`src/rtl/inst_axi_responder_pkg.sv`:
```
// rtl/inst_axi_responder_pkg.sv - shared AXI constants and types for the instruction-fetch responder
//
// Purpose: AXI encodings used on the read address channel, the outstanding
// counter width and the AR slot record. Imported by inst_axi_responder.
// Ports: none (package).

package inst_axi_responder_pkg;

  // AXI read-address encodings
  localparam logic [1:0] AXI_BURST_INCR = 2'b01;
  localparam logic [2:0] AXI_SIZE_4B    = 3'd2;
  localparam logic [3:0] AXI_CACHE_WBRA = 4'b1111;
  localparam logic [3:0] AXI_CACHE_DEV  = 4'b0000;
  localparam logic [7:0] AXI_LEN_SINGLE = 8'd0;

  // Outstanding counter width; DEPTH is limited to 1..15 so it never wraps.
  localparam int CNT_W = 4;

  // Contents of the registered AR slot.
  typedef struct packed {
    logic [31:0] addr;
    logic [3:0]  cache;
  } ar_slot_t;

  // Fetch-side cacheable bit to AXI cache attribute.
  function automatic logic [3:0] cache_attr(input logic cacheable);
    return cacheable ? AXI_CACHE_WBRA : AXI_CACHE_DEV;
  endfunction

endpackage

```
`src/rtl/inst_axi_responder.sv`:
```
// rtl/inst_axi_responder.sv - instruction-fetch request responder issuing single-beat AXI4 reads
//
// Purpose: accepts fetch requests (inst_req/inst_addr/inst_cache), answers with
// inst_addr_ok, issues one single-beat AXI read per request from a registered
// AR slot, and returns each word in order as inst_rdata/inst_data_ok.
// An outstanding counter (including the pending AR slot) bounds in-flight reads.
//
// Ports:
//   clk, reset                     clock, asynchronous active-high reset
//   inst_req/inst_cache/inst_addr  fetch request
//   inst_addr_ok                   request accepted this cycle (not gated by inst_req)
//   inst_data_ok/inst_rdata        returned word, one pulse per accepted request
//   inst_data_err                  qualifies inst_data_ok: SLVERR/DECERR
//   ar*                            AXI read address channel (master side)
//   r*                             AXI read data channel (master side, rready tied high)
//   err_unexp_o                    sticky: R beat with nothing outstanding
//   perfcnt_inst_wait              cycles with inst_req && !inst_addr_ok (wraps)

module inst_axi_responder
  import inst_axi_responder_pkg::*;
#(
  parameter int         DEPTH  = 4,
  parameter logic [3:0] AXI_ID = 4'd0
) (
  input  logic        clk,
  input  logic        reset,
  input  logic        inst_req,
  input  logic        inst_cache,
  input  logic [31:0] inst_addr,
  output logic        inst_addr_ok,
  output logic        inst_data_ok,
  output logic [31:0] inst_rdata,
  output logic        inst_data_err,
  output logic [3:0]  arid,
  output logic [31:0] araddr,
  output logic [7:0]  arlen,
  output logic [2:0]  arsize,
  output logic [1:0]  arburst,
  output logic [3:0]  arcache,
  output logic        arvalid,
  input  logic        arready,
  input  logic [3:0]  rid,
  input  logic [31:0] rdata,
  input  logic [1:0]  rresp,
  input  logic        rlast,
  input  logic        rvalid,
  output logic        rready,
  output logic        err_unexp_o,
  output logic [31:0] perfcnt_inst_wait
);

  localparam logic [CNT_W-1:0] DEPTH_C = CNT_W'(DEPTH);
  localparam logic [CNT_W-1:0] CNT_ONE = CNT_W'(1);

  logic             r_arvalid;
  ar_slot_t         r_ar;
  logic [CNT_W-1:0] r_cnt;
  logic             r_data_ok;
  logic             r_data_err;
  logic [31:0]      r_rdata;
  logic             r_err_unexp;
  logic [31:0]      r_perf;

  logic w_addr_ok;
  logic w_accept;
  logic w_ar_hs;
  logic w_r_hs;
  logic w_r_expected;
  logic w_cnt_dec;
  logic w_unused;

  // The slot can take a new request when empty or when it drains this cycle.
  assign w_addr_ok    = (!r_arvalid || arready) && (r_cnt < DEPTH_C);
  assign w_accept     = inst_req && w_addr_ok;
  assign w_ar_hs      = r_arvalid && arready;
  assign w_r_hs       = rvalid;                 // rready is always 1
  assign w_r_expected = w_r_hs && (r_cnt != '0);
  assign w_cnt_dec    = w_r_expected && rlast;

  // All reads share one ID and return in order, so rid carries no information.
  assign w_unused = ^{rid, rresp[0]};

  // AR slot: reload wins over the handshake clear in the same cycle.
  always_ff @(posedge clk or posedge reset) begin
    if (reset) begin
      r_arvalid <= 1'b0;
      r_ar      <= '0;
    end else if (w_accept) begin
      r_arvalid  <= 1'b1;
      r_ar.addr  <= inst_addr;
      r_ar.cache <= cache_attr(inst_cache);
    end else if (w_ar_hs) begin
      r_arvalid <= 1'b0;
    end
  end

  // Outstanding count: simultaneous accept and completing beat cancel out.
  always_ff @(posedge clk or posedge reset) begin
    if (reset) begin
      r_cnt <= '0;
    end else begin
      case ({w_accept, w_cnt_dec})
        2'b10:   r_cnt <= r_cnt + CNT_ONE;
        2'b01:   r_cnt <= r_cnt - CNT_ONE;
        default: r_cnt <= r_cnt;
      endcase
    end
  end

  // Response register: beats with nothing outstanding are dropped.
  always_ff @(posedge clk or posedge reset) begin
    if (reset) begin
      r_data_ok  <= 1'b0;
      r_data_err <= 1'b0;
      r_rdata    <= '0;
    end else begin
      r_data_ok  <= w_r_expected;
      r_data_err <= w_r_expected && rresp[1];
      if (w_r_expected) begin
        r_rdata <= rdata;
      end
    end
  end

  always_ff @(posedge clk or posedge reset) begin
    if (reset) begin
      r_err_unexp <= 1'b0;
    end else if (w_r_hs && (r_cnt == '0)) begin
      r_err_unexp <= 1'b1;
    end
  end

  always_ff @(posedge clk or posedge reset) begin
    if (reset) begin
      r_perf <= '0;
    end else if (inst_req && !w_addr_ok) begin
      r_perf <= r_perf + 32'd1;
    end
  end

  assign inst_addr_ok      = w_addr_ok;
  assign inst_data_ok      = r_data_ok;
  assign inst_data_err     = r_data_err;
  assign inst_rdata        = r_rdata;
  assign arid              = AXI_ID;
  assign araddr            = r_ar.addr;
  assign arlen             = AXI_LEN_SINGLE;
  assign arsize            = AXI_SIZE_4B;
  assign arburst           = AXI_BURST_INCR;
  assign arcache           = r_ar.cache;
  assign arvalid           = r_arvalid;
  assign rready            = 1'b1;
  assign err_unexp_o       = r_err_unexp;
  assign perfcnt_inst_wait = r_perf;

endmodule

```
`config.mk`:
```
export PLATFORM = sky130hd
export DESIGN_NAME = inst_axi_responder
export DESIGN_NICKNAME = d
export VERILOG_FILES = /design/src/rtl/inst_axi_responder_pkg.sv /design/src/rtl/inst_axi_responder.sv
export SDC_FILE = /design/constraint.sdc
export NUM_CORES = 1
export LEC_CHECK = 0
export ABC_AREA = 1
export CAP_MARGIN = 20
export CORE_MARGIN = 3
export CORE_UTILIZATION = 43
export DETAILED_ROUTE_END_ITERATION = 6
export GPL_ROUTABILITY_DRIVEN = 1
export PLACE_DENSITY = 0.82
export SLEW_MARGIN = 20
export SYNTH_ARGS = -nofsm -noshare
export SYNTH_HDL_FRONTEND = slang
export SYNTH_SLANG_ARGS = --single-unit
```
`constraint.sdc`:
```
create_clock -name clk -period 3.8 [get_ports clk]
set_clock_uncertainty 0.1 [all_clocks]
set_input_delay 0.57 -clock clk [delete_from_list [all_inputs] [get_ports clk]]
set_output_delay 0.57 -clock clk [all_outputs]
set_load 0.1 [all_outputs]
```
# After elaboration in Yosys (flattened, before gate mapping)

Cells that the tools add are included.

Bits in registers: 108
Latch bits: 0
RAM bits: 0
Bits in read-only memories: 0
Logic and storage cells: 34
Memories kept: 0

Add/sub/neg operators: 3
Multiply operators: 0
Div/mod/pow operators: 0
Order comparisons: 1
Equal/unequal tests: 2
Shift-type cells: 0
Mux-type cells: 4
Bitwise gates (word level): 0
Reductions and logical operators: 15

Operators with widths:

| kind                    | count |
|---|---|
| $add A32 B1 Y32 const B | 1 |
| $logic_and A1 B1 Y1     | 8 |
| $pmux W4 S2             | 1 |
| $add A4 B1 Y4 const B   | 1 |
| $logic_not A4 Y1        | 1 |
| $lt A4 B3 Y1 const B    | 1 |
| $mux W4                 | 1 |
| $reduce_bool A2 Y1      | 2 |
| $reduce_bool A4 Y1      | 1 |
| $sub A4 B1 Y4 const B   | 1 |
| $eq A2 B1 Y1 const B    | 1 |
| $eq A2 B2 Y1 const B    | 1 |
| $logic_not A1 Y1        | 2 |
| $mux W1                 | 2 |
| $logic_or A1 B1 Y1      | 1 |

# Depth between registers and ports, before layout

Gate-level depths: netlist of run 1.

Depth after elaboration: 6
Mapped depth: 15
Mapped depth without buffers: 14

# Worst setup path after synthesis of run 1

OpenSTA, ideal clock, no wires.

Path kind: flip-flop to flip-flop
From: register r_arvalid (netlist: arvalid)
To: register r_cnt[2]
Arrival time: 2.693 ns
Data required time: 3.574 ns
Path slack: 0.881 ns
Stages on the path, launching flop included: 15
Path buffers: 1
Cell sequence: dfrtp_1 > nand2_1 > nand2_4 > nor2_4 > inv_2 > buf_2 > ha_1 > nand2_1 > inv_1 > nor2_1 > ha_1 > a21o_1 > or2_2 > nand3_1 > o21ai_0

Longest elaborated chain between the ends: 6
Elaborated cells between the ends (all ways): 8
Those cells by class: eq/ne: 2; mux: 1; reduce/logical: 5

Ends and longest elaborated chain:

| element                                           | line                      | text |
|---|---|---|
| from (decl)                                       | inst_axi_responder.sv:55  | `logic r_arvalid;` |
| from (signal assigned)                            | inst_axi_responder.sv:86  | `r_arvalid <= 1'b0;` |
| from (signal assigned)                            | inst_axi_responder.sv:89  | `r_arvalid <= 1'b1;` |
| from (signal assigned)                            | inst_axi_responder.sv:93  | `r_arvalid <= 1'b0;` |
| $logic_not A1 Y1 (*)                              | inst_axi_responder.sv:73  | `assign w_addr_ok = (!r_arvalid \|\| arready) && (r_cnt < DEPTH_C);` |
| $logic_or A1 B1 Y1 (*)                            | inst_axi_responder.sv:73  |  |
| $logic_and A1 B1 Y1 (*)                           | inst_axi_responder.sv:73  |  |
| $logic_and A1 B1 Y1 (*)                           | inst_axi_responder.sv:74  | `assign w_accept = inst_req && w_addr_ok;` |
| $eq A2 B1 Y1 or $eq A2 B2 Y1 (tied branches)      | inst_axi_responder.sv:102 | `case ({w_accept, w_cnt_dec})` |
| $pmux W4 S2 or $reduce_bool A2 Y1 (tied branches) | --                        |  |
| to (signal assigned)                              | inst_axi_responder.sv:103 | `2'b10: r_cnt <= r_cnt + CNT_ONE;` |
| to (signal assigned)                              | inst_axi_responder.sv:104 | `2'b01: r_cnt <= r_cnt - CNT_ONE;` |
| to (signal assigned)                              | inst_axi_responder.sv:105 | `default: r_cnt <= r_cnt;` |
| to (decl)                                         | inst_axi_responder.sv:57  | `logic [CNT_W-1:0] r_cnt;` |

Mark *: on every way between the ends. The rest lies on a longest branch, timed or not.
A chain may end at the register's enable or synchronous reset.

# Worst setup path in the final report of run 1

From: register r_perf[17] (netlist: perfcnt_inst_wait[17])
To: output perfcnt_inst_wait[17]

RTL lines:

| element                | line                      | text |
|---|---|---|
| from (decl)            | inst_axi_responder.sv:62  | `logic [31:0] r_perf;` |
| from (signal assigned) | inst_axi_responder.sv:137 | `r_perf <= r_perf + 32'd1;` |
| to (decl)              | inst_axi_responder.sv:49  | `output logic [31:0] perfcnt_inst_wait` |

No word-level cell between the ends.

==> impl_results.md, run 1 <==
- Post-DP HPWL: 9.49 mm
- Layout cell share with drive strength beyond 1: 0.0615
- Setup bufs post-CTS: 0
- Placeable Area: 0.0110 mm2
- Final wirelength: 12.7 mm
- Vias in the first global route: 4,329
- Buf/Inv on CP: 1
- # rows: 38
- Post-DRT Antenna Nets: 0
- CTS tree: yes
- Fmax: 374 MHz
- Clock buffer depth: 2
- Initial antenna violation count: 0
- Die footprint: 0.0128 mm2
- Crit path DAT: 2.00 ns
- Synthesized cell area: 0.00492 mm2
- Drt pass-1 iters: 4
- Worst path slowest cell: clkdlybuf4s50_1
- Io pins: 200
- Clock transition at path regs: 0.07 ns
- DRC violations left: 0
- Slowest stage delay, CP: 1.19 ns
- # nets final: 856
- Final period util: 0.703
- Fillers: 910
- Via count: 4,375
- Max-slew violation count: 0
- H-Tree Depth: 3
- Cells after synthesis: 600
- Register bit total from synthesis: 105
- Max-cap violations: 0
- Layout area overhead: 43.5%
- Setup violators final: 0
- First-pass GRT wire length: 21.1 mm
- Setup crit end kind: output pin
- Total track usage: 0.204
- Chip height: 113 um
- Post-CTS Resized: 0
- Crit start category: flip-flop
- Ys Warns: 0
- CP delay by family, top: buffers and inverters
- Ant. Diodes: 0
- Gpl congestion: 0.899
- Inserted Clock Buffers: 9
- Final Hold Vio Count: 0
- Syn Area/Cell: 8.21 um2
- GR Overflow Total: 0
- Vias/cell: 4.76
- Run status: finished, final reports clean
- Setup_tns: 0 ns
- Crit path required time: 3.13 ns
- Min-delay worst type: reg -> reg
- Die width: 113 um
- Sequential cell area: 0.00263 mm2
- Root Driver: clkbuf_16
- Worst path cell trace: clkdlybuf4s50_1
- Largest net degree at the start of global routing: 85
- WL/cell: 13.8 um
- Clk_lat worst skew: 0.33 ns
- Iteration-0 DRC Markers: 233
- Synth cell types: 28
- Port Buffers: 176
- Slew margin rel.: 0.306
- Crit Path Max Fanout: 6
- Hold_buf cts: 0
- Unrepaired setup endpoints after global routing: no
- CP Class: reg -> out
- Register area share after synthesis: 0.534
- Area of the multi-input gates: 0.00196 mm2
- Final min period: 2.67 ns
- Worst Tran Pin Value: 1.04 ns
- Initial Utilization: 0.446
- Clock Sinks: 105
-- cells in the final DEF, fill, tap and decap left out, drive strengths merged --
cell type      instances
nand2                293
clkdlybuf4s50        175
dfrtp                105
inv                   48
nor2                  47
conb                  18
nand3                 18
nand4                 16
clkbuf                14
xor2                   8
xnor2                  8
o21ai                  8
buf                    6
nand3b                 4
ha                     4
nor3                   3
bufinv                 2
a31o                   1
a21o                   1
or2                    1
-- final timing paths --
check,start,to,slack (ns),depth (start not counted)
min in group asynchronous,reset,perfcnt_inst_wait[16],0.62,2
max in group asynchronous,reset,inst_rdata[26],2.25,3
setup reg to reg,r_cnt[3],r_cnt[2],1.47,12
setup / recovery,perfcnt_inst_wait[17],perfcnt_inst_wait[17],1.13,1
hold / removal,araddr[20],araddr[20],0.37,2
hold reg to reg,araddr[20],araddr[20],0.37,2
-- kinds of logic (layout without fill, tap and decap cells) --
logic type | Yosys count | after routing | synth area share
AOI/OAI and AO/OA | 10 | 10 | 0.0114
xor gates and xnor gates | 16 | 16 | 0.0285
adders and majority gates | 4 | 4 | 0.0102
buffers and inverters | 81 | 245 | 0.0813
DFF | 105 | 105 | 0.534
other | 2 | 18 | 0.00152
and+or+nand+nor | 382 | 382 | 0.334
-- worst min-delay path: cells and delay by family, from the launching register on --
| family | cells | cell delay, ns |
|---|---|---|
| flops | 1 | 0.34 |
| simple gates | 2 | 0.10 |
-- flip-flops by register name, indices dropped and copies added, names as in the netlist --
signal	flops
inst_rdata	32
r_cnt	4
arvalid	1
arcache	1
inst_data_err	1
araddr	32
perfcnt_inst_wait	32
inst_data_ok	1
err_unexp_o	1
-- synthesized netlist by cell type --
library cell	count	area [um2]
nand3_2	1	10.0
nand2_8	1	20.0
nor2_1	35	131
nand3b_1	4	30.0
conb_1	2	7.51
or2_2	1	6.26
nand2_2	6	37.5
ha_1	4	50.1
nor2_8	1	20.0
inv_2	3	11.3
nand4_1	16	100
nand2_1	284	1070
inv_1	44	165
nand3_1	17	85.1
a31o_2	1	8.76
o21ai_0	3	15.0
nor2_2	5	31.3
nor3_1	3	15.0
buf_4	21	158
o21ai_1	5	25.0
xnor2_1	8	70.1
nand2_4	2	22.5
a21o_1	1	7.51
nor2_4	6	67.6
inv_4	1	6.26
xor2_1	8	70.1
buf_2	12	60.1
dfrtp_1	105	2630
-- through the flow --
stage          hold slack [ns]  cell area [um2]  cells   util  worst slack, ns
6_report                 0.370             7070    920  0.641             1.13
5_1_grt                  0.393             7070    920  0.641             1.09
4_1_cts                  0.375             7070    920  0.641             1.13
3_5_place_dp             0.358             6740    904  0.611            0.946
3_3_place_gp             0.354             6740    904  0.611             1.01
2_1_floorplan            0.394             4980    616      -            0.369
-- cell type report --
cell class              instances  share of cell area
flip-flops and latches        105               0.372
multi-input cells             430               0.277
repair buffers                181               0.254
clock buffers                  14              0.0374
inverters                      48              0.0266
well taps                     140              0.0248
clock inverters                 2             0.00850
-- routing by layer --
layer  track usage  routed length, um
met3        0.0337                791
met2         0.352               6280
met1         0.259               5370
met5             0                  0
met4        0.0729                282
Power of run 1 is left out: the tool's default activity adds up to more than one toggle a clock period on the data nets, which glitch-free logic cannot reach.
==> run 2: changes to the inputs <==
==> constraint.sdc (replaced) <==
create_clock -name clk -period 2.6 [get_ports clk]
set_clock_uncertainty 0.1 [all_clocks]
set_input_delay 0.39 -clock clk [delete_from_list [all_inputs] [get_ports clk]]
set_output_delay 0.39 -clock clk [all_outputs]
set_load 0.1 [all_outputs]
==> run 2 against run 1 <==
  * Sequential cell count stayed put
  * Die area unchanged
  * Final cell count is 0.22% higher
  * Sequential share of layout area rose by 1.3 points
  * Hold slack worse by 0.14 ns
  * Critical path depth rose by 12
  * Register-to-register slack lost 1.1 ns
  * Critical endpoint is now r_cnt[2]
  * Highest routed layer unchanged
==> impl_results.md, run 2 (synthesis gave the netlist of run 1 again) <==
- WL/cell: 13.3 um (-3.5%)
- Root Driver: clkbuf_16
- Fmax: 441 MHz
- Area of the multi-input gates: 0.00196 mm2 (+0.13%)
- Clock Sinks: 105 (unchanged)
- Layout cell share with drive strength beyond 1: 0.202 (+0.141)
- Setup violators final: 0 (unchanged)
- Largest net degree at the start of global routing: 46 (-46%)
- Crit Path Max Fanout: 4 (-2)
- Unrepaired setup endpoints after global routing: no
- Via count: 4,318 (-1.3%)
- Iteration-0 DRC Markers: 205 (-12%)
- Fillers: 958 (+5.3%)
- Initial antenna violation count: 0 (unchanged)
- Drt pass-1 iters: 4 (unchanged)
- Worst Tran Pin Value: 0.900 ns (-0.137 ns)
- Post-DRT Antenna Nets: 0 (unchanged)
- Post-CTS Resized: 0 (unchanged)
- Crit start category: flip-flop
- First-pass GRT wire length: 20.0 mm (-5.4%)
- H-Tree Depth: 3 (unchanged)
- Vias in the first global route: 4,152 (-4.1%)
- Hold_ws: 0.234 ns (-0.136 ns)
- DRC violations left: 0 (unchanged)
- Setup bufs post-CTS: 0 (unchanged)
- Run status: finished, final reports clean
- Final Hold Vio Count: 0 (unchanged)
- Gpl congestion: 0.897 (-0.22%)
- Min-delay worst type: in -> async
- Total track usage: 0.192 (-0.0122)
- CTS tree: yes
- Clk_lat worst skew: 0.34 ns (about the same)
- Placeable Area: 0.0110 mm2 (unchanged)
- Io pins: 200 (unchanged)
- Final period util: 0.872
- Port Buffers: 176 (unchanged)
- Slew margin rel.: 0.399 (+0.0930)
- Vias/cell: 4.68 (-1.5%)
- Max-slew violation count: 0 (unchanged)
- Final wirelength: 12.3 mm (-3.3%)
- Clock transition at path regs: 0.06 ns (about the same)
- Layout area overhead: 38.7%
- Post-route cell area: 0.00683 mm2 (-3.4%)
- Final min period: 2.27 ns
- Post-DP HPWL: 9.50 mm (+0.16%)
- Crit path required time: 2.72 ns (-0.41 ns)
- # rows: 38 (unchanged)
- Crit path DAT: 2.38 ns (+0.38 ns)
- Initial Utilization: 0.446 (unchanged)
- Ant. Diodes: 0 (unchanged)
- Most frequent cells in the layout: 283 x nand2_1, 111 x buf_4, 104 x dfrtp_1
- Die width: 113 um (unchanged)
- GR Overflow Total: 0 (unchanged)
- Placement Cell Area: 0.00653 mm2 (-3.1%)
- Clock buffer depth: 2 (unchanged)
- Die footprint: 0.0128 mm2 (unchanged)
- Setup crit end kind: flip-flop
- Sequential cell area: 0.00263 mm2 (about the same)
- Chip height: 113 um (unchanged)
- CP Class: reg -> reg
- Commonest non-fill, non-tap cell in the layout: nand2_1
- Inserted Clock Buffers: 9 (unchanged)
- Max-cap violations: 0 (unchanged)
- # nets final: 859 (+0.35%)
- Hold_buf cts: 0 (unchanged)
==> run 2: cell count changes in the layout (fill, tap and decap cells not counted), sizes merged <==
cell | before | now
clkdlybuf4s50 | 175 | 71
clkinv | 0 | 2
inv | 48 | 47
bufinv | 2 | 1
clkinvlp | 0 | 1
buf | 6 | 113
clkbuf | 14 | 12
==> run 2: worst paths after layout <==
| kind | slack, ns | endpoint | depth (start not counted) | startpoint |
|---|---|---|---|---|
| max | 0.33 | r_cnt[2] | 13 | r_cnt[0] |
| min | 0.23 | inst_rdata[26] | 2 | reset |
| max reg2reg | 0.33 | r_cnt[2] | 13 | r_cnt[0] |
| min reg2reg | 0.37 | araddr[6] | 2 | araddr[6] |
| max in group asynchronous | 1.56 | inst_rdata[2] | 3 | reset |
| min in group clk | 0.37 | araddr[6] | 2 | araddr[6] |
==> run 2: per-layer routing <==
metal | GRT usage | vias to the layer above | part of all wire
met5 | 0 | - | 0
met4 | 0.0633 | 0 | 0.016
met3 | 0.0348 | 15 | 0.060
met2 | 0.336 | 140 | 0.51
met1 | 0.240 | 2008 | 0.42
li1 | - | 2155 | -
==> run 2: worst max-delay path, stage by stage, from the launching register on <==
cell,delay [ns]
dfrtp_1,0.42
nor2_1,0.09
nand2_1,0.08
nand2_2,0.05
nor2_1,0.20
ha_1,0.26
nand2_1,0.07
inv_1,0.07
nor2_1,0.05
ha_1,0.18
a21o_1,0.16
or2_2,0.27
nand3_1,0.06
o21ai_0,0.08
==> run 2: final cells by class <==
cell class,count,area share
Clock buffer,12,0.0376
Clock inverter,3,0.00586
Inverter,48,0.0273
Multi-Input combinational cell,430,0.287
Sequential cell,105,0.385
Tap cell,140,0.0256
Timing Repair Buffer,184,0.232
==> run 2: through the flow <==
stage / setup WS (ns) / TNS [ns] / util / cells
2_1_floorplan: 0.0437 / 0 / - / 616
3_3_place_gp: 0.105 / 0 / 0.592 / 907
3_5_place_dp: -0.0204 / -0.0204 / 0.592 / 907
4_1_cts: 0.326 / 0 / 0.619 / 922
5_1_grt: 0.215 / 0 / 0.619 / 922
6_report: 0.332 / 0 / 0.619 / 922
Power of run 2 is left out for the same reason.
==> run 3: changes to the inputs <==
--- a/config.mk
+++ b/config.mk
@@ -11,6 +11,7 @@
 export CORE_UTILIZATION = 43
 export DETAILED_ROUTE_END_ITERATION = 6
 export GPL_ROUTABILITY_DRIVEN = 1
+export MAX_ROUTING_LAYER = met4
 export PLACE_DENSITY = 0.82
 export SLEW_MARGIN = 20
 export SYNTH_ARGS = -nofsm -noshare
==> run 3 against run 2 <==
  * Global-route usage grew 0.57 points
  * First-iteration DRC count shrank 2.0%
  * Routed wire length grew 0.49%
  * Sequential cell count is the same
  * Non-clock buffer count is the same
  * Hold slack lost 0.0022 ns
  * Cell area is the same
  * Register-to-register slack is essentially flat
  * Critical path type unchanged
  * Highest routed layer unchanged
==> impl_results.md, run 3 (synthesis gave the netlist of run 1 again) <==
- Run status: finished, final reports clean
- Post-DP HPWL: 9.50 mm (unchanged)
- Clock Sinks: 105 (unchanged)
- Fillers: 958 (unchanged)
- Final min period: 2.27 ns (+0.00521 ns)
- GR Util met1: 0.243 (+0.00279)
- Min-delay worst type: in -> async
- Post-CTS Resized: 0 (unchanged)
- Total track usage: 0.198 (+0.00574)
- CP endpoint: r_cnt[2]
- Die footprint: 0.0128 mm2 (unchanged)
- Setup crit end kind: flip-flop
- DRC violations left: 0 (unchanged)
- Final wirelength: 12.4 mm (+0.49%)
- GR Util met2: 0.334 (-0.00158)
- Hold_buf cts: 0 (unchanged)
- Largest net degree at the start of global routing: 46 (unchanged)
- Chip height: 113 um (unchanged)
- Setup bufs post-CTS: 0 (unchanged)
- Most frequent CP cell: nor2_1
- Drt pass-1 iters: 4 (unchanged)
- Clock buffer depth: 2 (unchanged)
- CP delay by family, top: simple AND/OR/NAND/NOR gates
- Initial Utilization: 0.446 (unchanged)
- Via count: 4,306 (-0.28%)
- Layout cell share with drive strength beyond 1: 0.202 (unchanged)
- Initial antenna violation count: 0 (unchanged)
- Slew margin rel.: 0.384 (-0.0148)
- Root Driver: clkbuf_16
- Most frequent cells in the layout: 283 x nand2_1, 111 x buf_4, 104 x dfrtp_1
- Crit Path Max Fanout: 4 (unchanged)
- Clock transition at path regs: 0.06 ns (about the same)
- Met3 Track Usage GR: 0.0326 (-0.00214)
- Max-slew violation count: 0 (unchanged)
- CP Class: reg -> reg
- Worst path slowest cell: dfrtp_1
- Buf/Inv on CP: 1 (unchanged)
- Depth of the most critical reg-to-reg path: 13 (unchanged)
- Slowest stage delay, CP: 0.42 ns (about the same)
- Setup violators final: 0 (unchanged)
- Inst Count DP: 907 (unchanged)
- Gr busiest metal: met2
- Post-DRT Antenna Nets: 0 (unchanged)
- RR Endpoint: r_cnt[2]
- First-pass GRT wire length: 19.9 mm (-0.14%)
- Crit path required time: 2.71 ns (about the same)
- Ant. Diodes: 0 (unchanged)
- Worst Tran Pin Value: 0.922 ns (+0.0222 ns)
- Final Hold Vio Count: 0 (unchanged)
- Fmax: 440 MHz (-0.23%)
- Iteration-0 DRC Markers: 201 (-2.0%)
- Max-cap violations: 0 (unchanged)
- Crit path launch: r_cnt[0]
- # nets final: 859 (unchanged)
- CTS tree: yes
- Unrepaired setup endpoints after global routing: no
- Worst R2R Setup Slack: 0.33 ns (about the same)
- Final Non-Filler Cells: 922 (unchanged)
- Vias/cell: 4.67 (-0.28%)
- Inserted Clock Buffers: 9 (unchanged)
- Commonest non-fill, non-tap cell in the layout: nand2_1
- H-Tree Depth: 3 (unchanged)
- Final period util: 0.874 (+0.00200)
- Gpl congestion: 0.912 (+1.7%)
- Layout area overhead: 38.7% (unchanged)
- Post-route core utilization: 0.619 (unchanged)
- # rows: 38 (unchanged)
- Worst path cell trace: nor2_1, nand2_1, nand2_2, nor2_1, ha_1, nand2_1, inv_1, nor2_1, ha_1, a21o_1, or2_2, nand3_1, o21ai_0
- Placeable Area: 0.0110 mm2 (unchanged)
- GR Overflow Total: 0 (unchanged)
- WP depth: 13 (unchanged)
- Die width: 113 um (unchanged)
- R2r startpoint: r_cnt[0]
- Setup_tns: 0 ns (unchanged)
- WL/cell: 13.4 um (+0.49%)
- Clk_lat worst skew: 0.34 ns (about the same)
- Io pins: 200 (unchanged)
- Port Buffers: 176 (unchanged)
- Crit path DAT: 2.39 ns (about the same)
- Vias in the first global route: 4,152 (unchanged)
- Crit start category: flip-flop
[run 3: through the flow]
stage	setup slack (ns)	hold slack [ns]	instance area, um2
2_1_floorplan	0.0437	0.394	4990
3_3_place_gp	0.105	0.358	6530
3_5_place_dp	-0.0204	0.360	6530
4_1_cts	0.326	0.231	6830
5_1_grt	0.215	0.251	6830
6_report	0.326	0.232	6830
[run 3: per-layer routing]
| metal | vias up | routed length [um] |
|---|---|---|
| met5 | - | 0 |
| met3 | 14 | 707 |
| met1 | 2005 | 5200 |
| met4 | 0 | 193 |
| li1 | 2156 | - |
| met2 | 131 | 6260 |
[run 3: worst min-delay path by stage]
| stage | startpoint | to | slack, ns | cells past startpoint |
|---|---|---|---|---|
| 6_report | reset | inst_rdata[26] | 0.23 | 2 |
| 5_1_grt | reset | inst_rdata[26] | 0.25 | 2 |
| 4_1_cts | reset | inst_rdata[26] | 0.23 | 2 |
| 3_5_place_dp | araddr[6] | araddr[6] | 0.36 | 2 |
| 3_3_place_gp | araddr[5] | araddr[5] | 0.36 | 2 |
| 2_1_floorplan | r_cnt[0] | r_cnt[0] | 0.39 | 1 |
[run 3: final cells by class]
class / count / area, um2 / share of cell area
flip-flops and latches: 105 / 2630 / 0.385
clock buffers: 12 / 256 / 0.0376
well taps: 140 / 175 / 0.0256
repair buffers: 184 / 1580 / 0.232
clock inverters: 3 / 40.0 / 0.00586
multi-input cells: 430 / 1960 / 0.287
inverters: 48 / 186 / 0.0273
Power of run 3 is left out for the same reason.
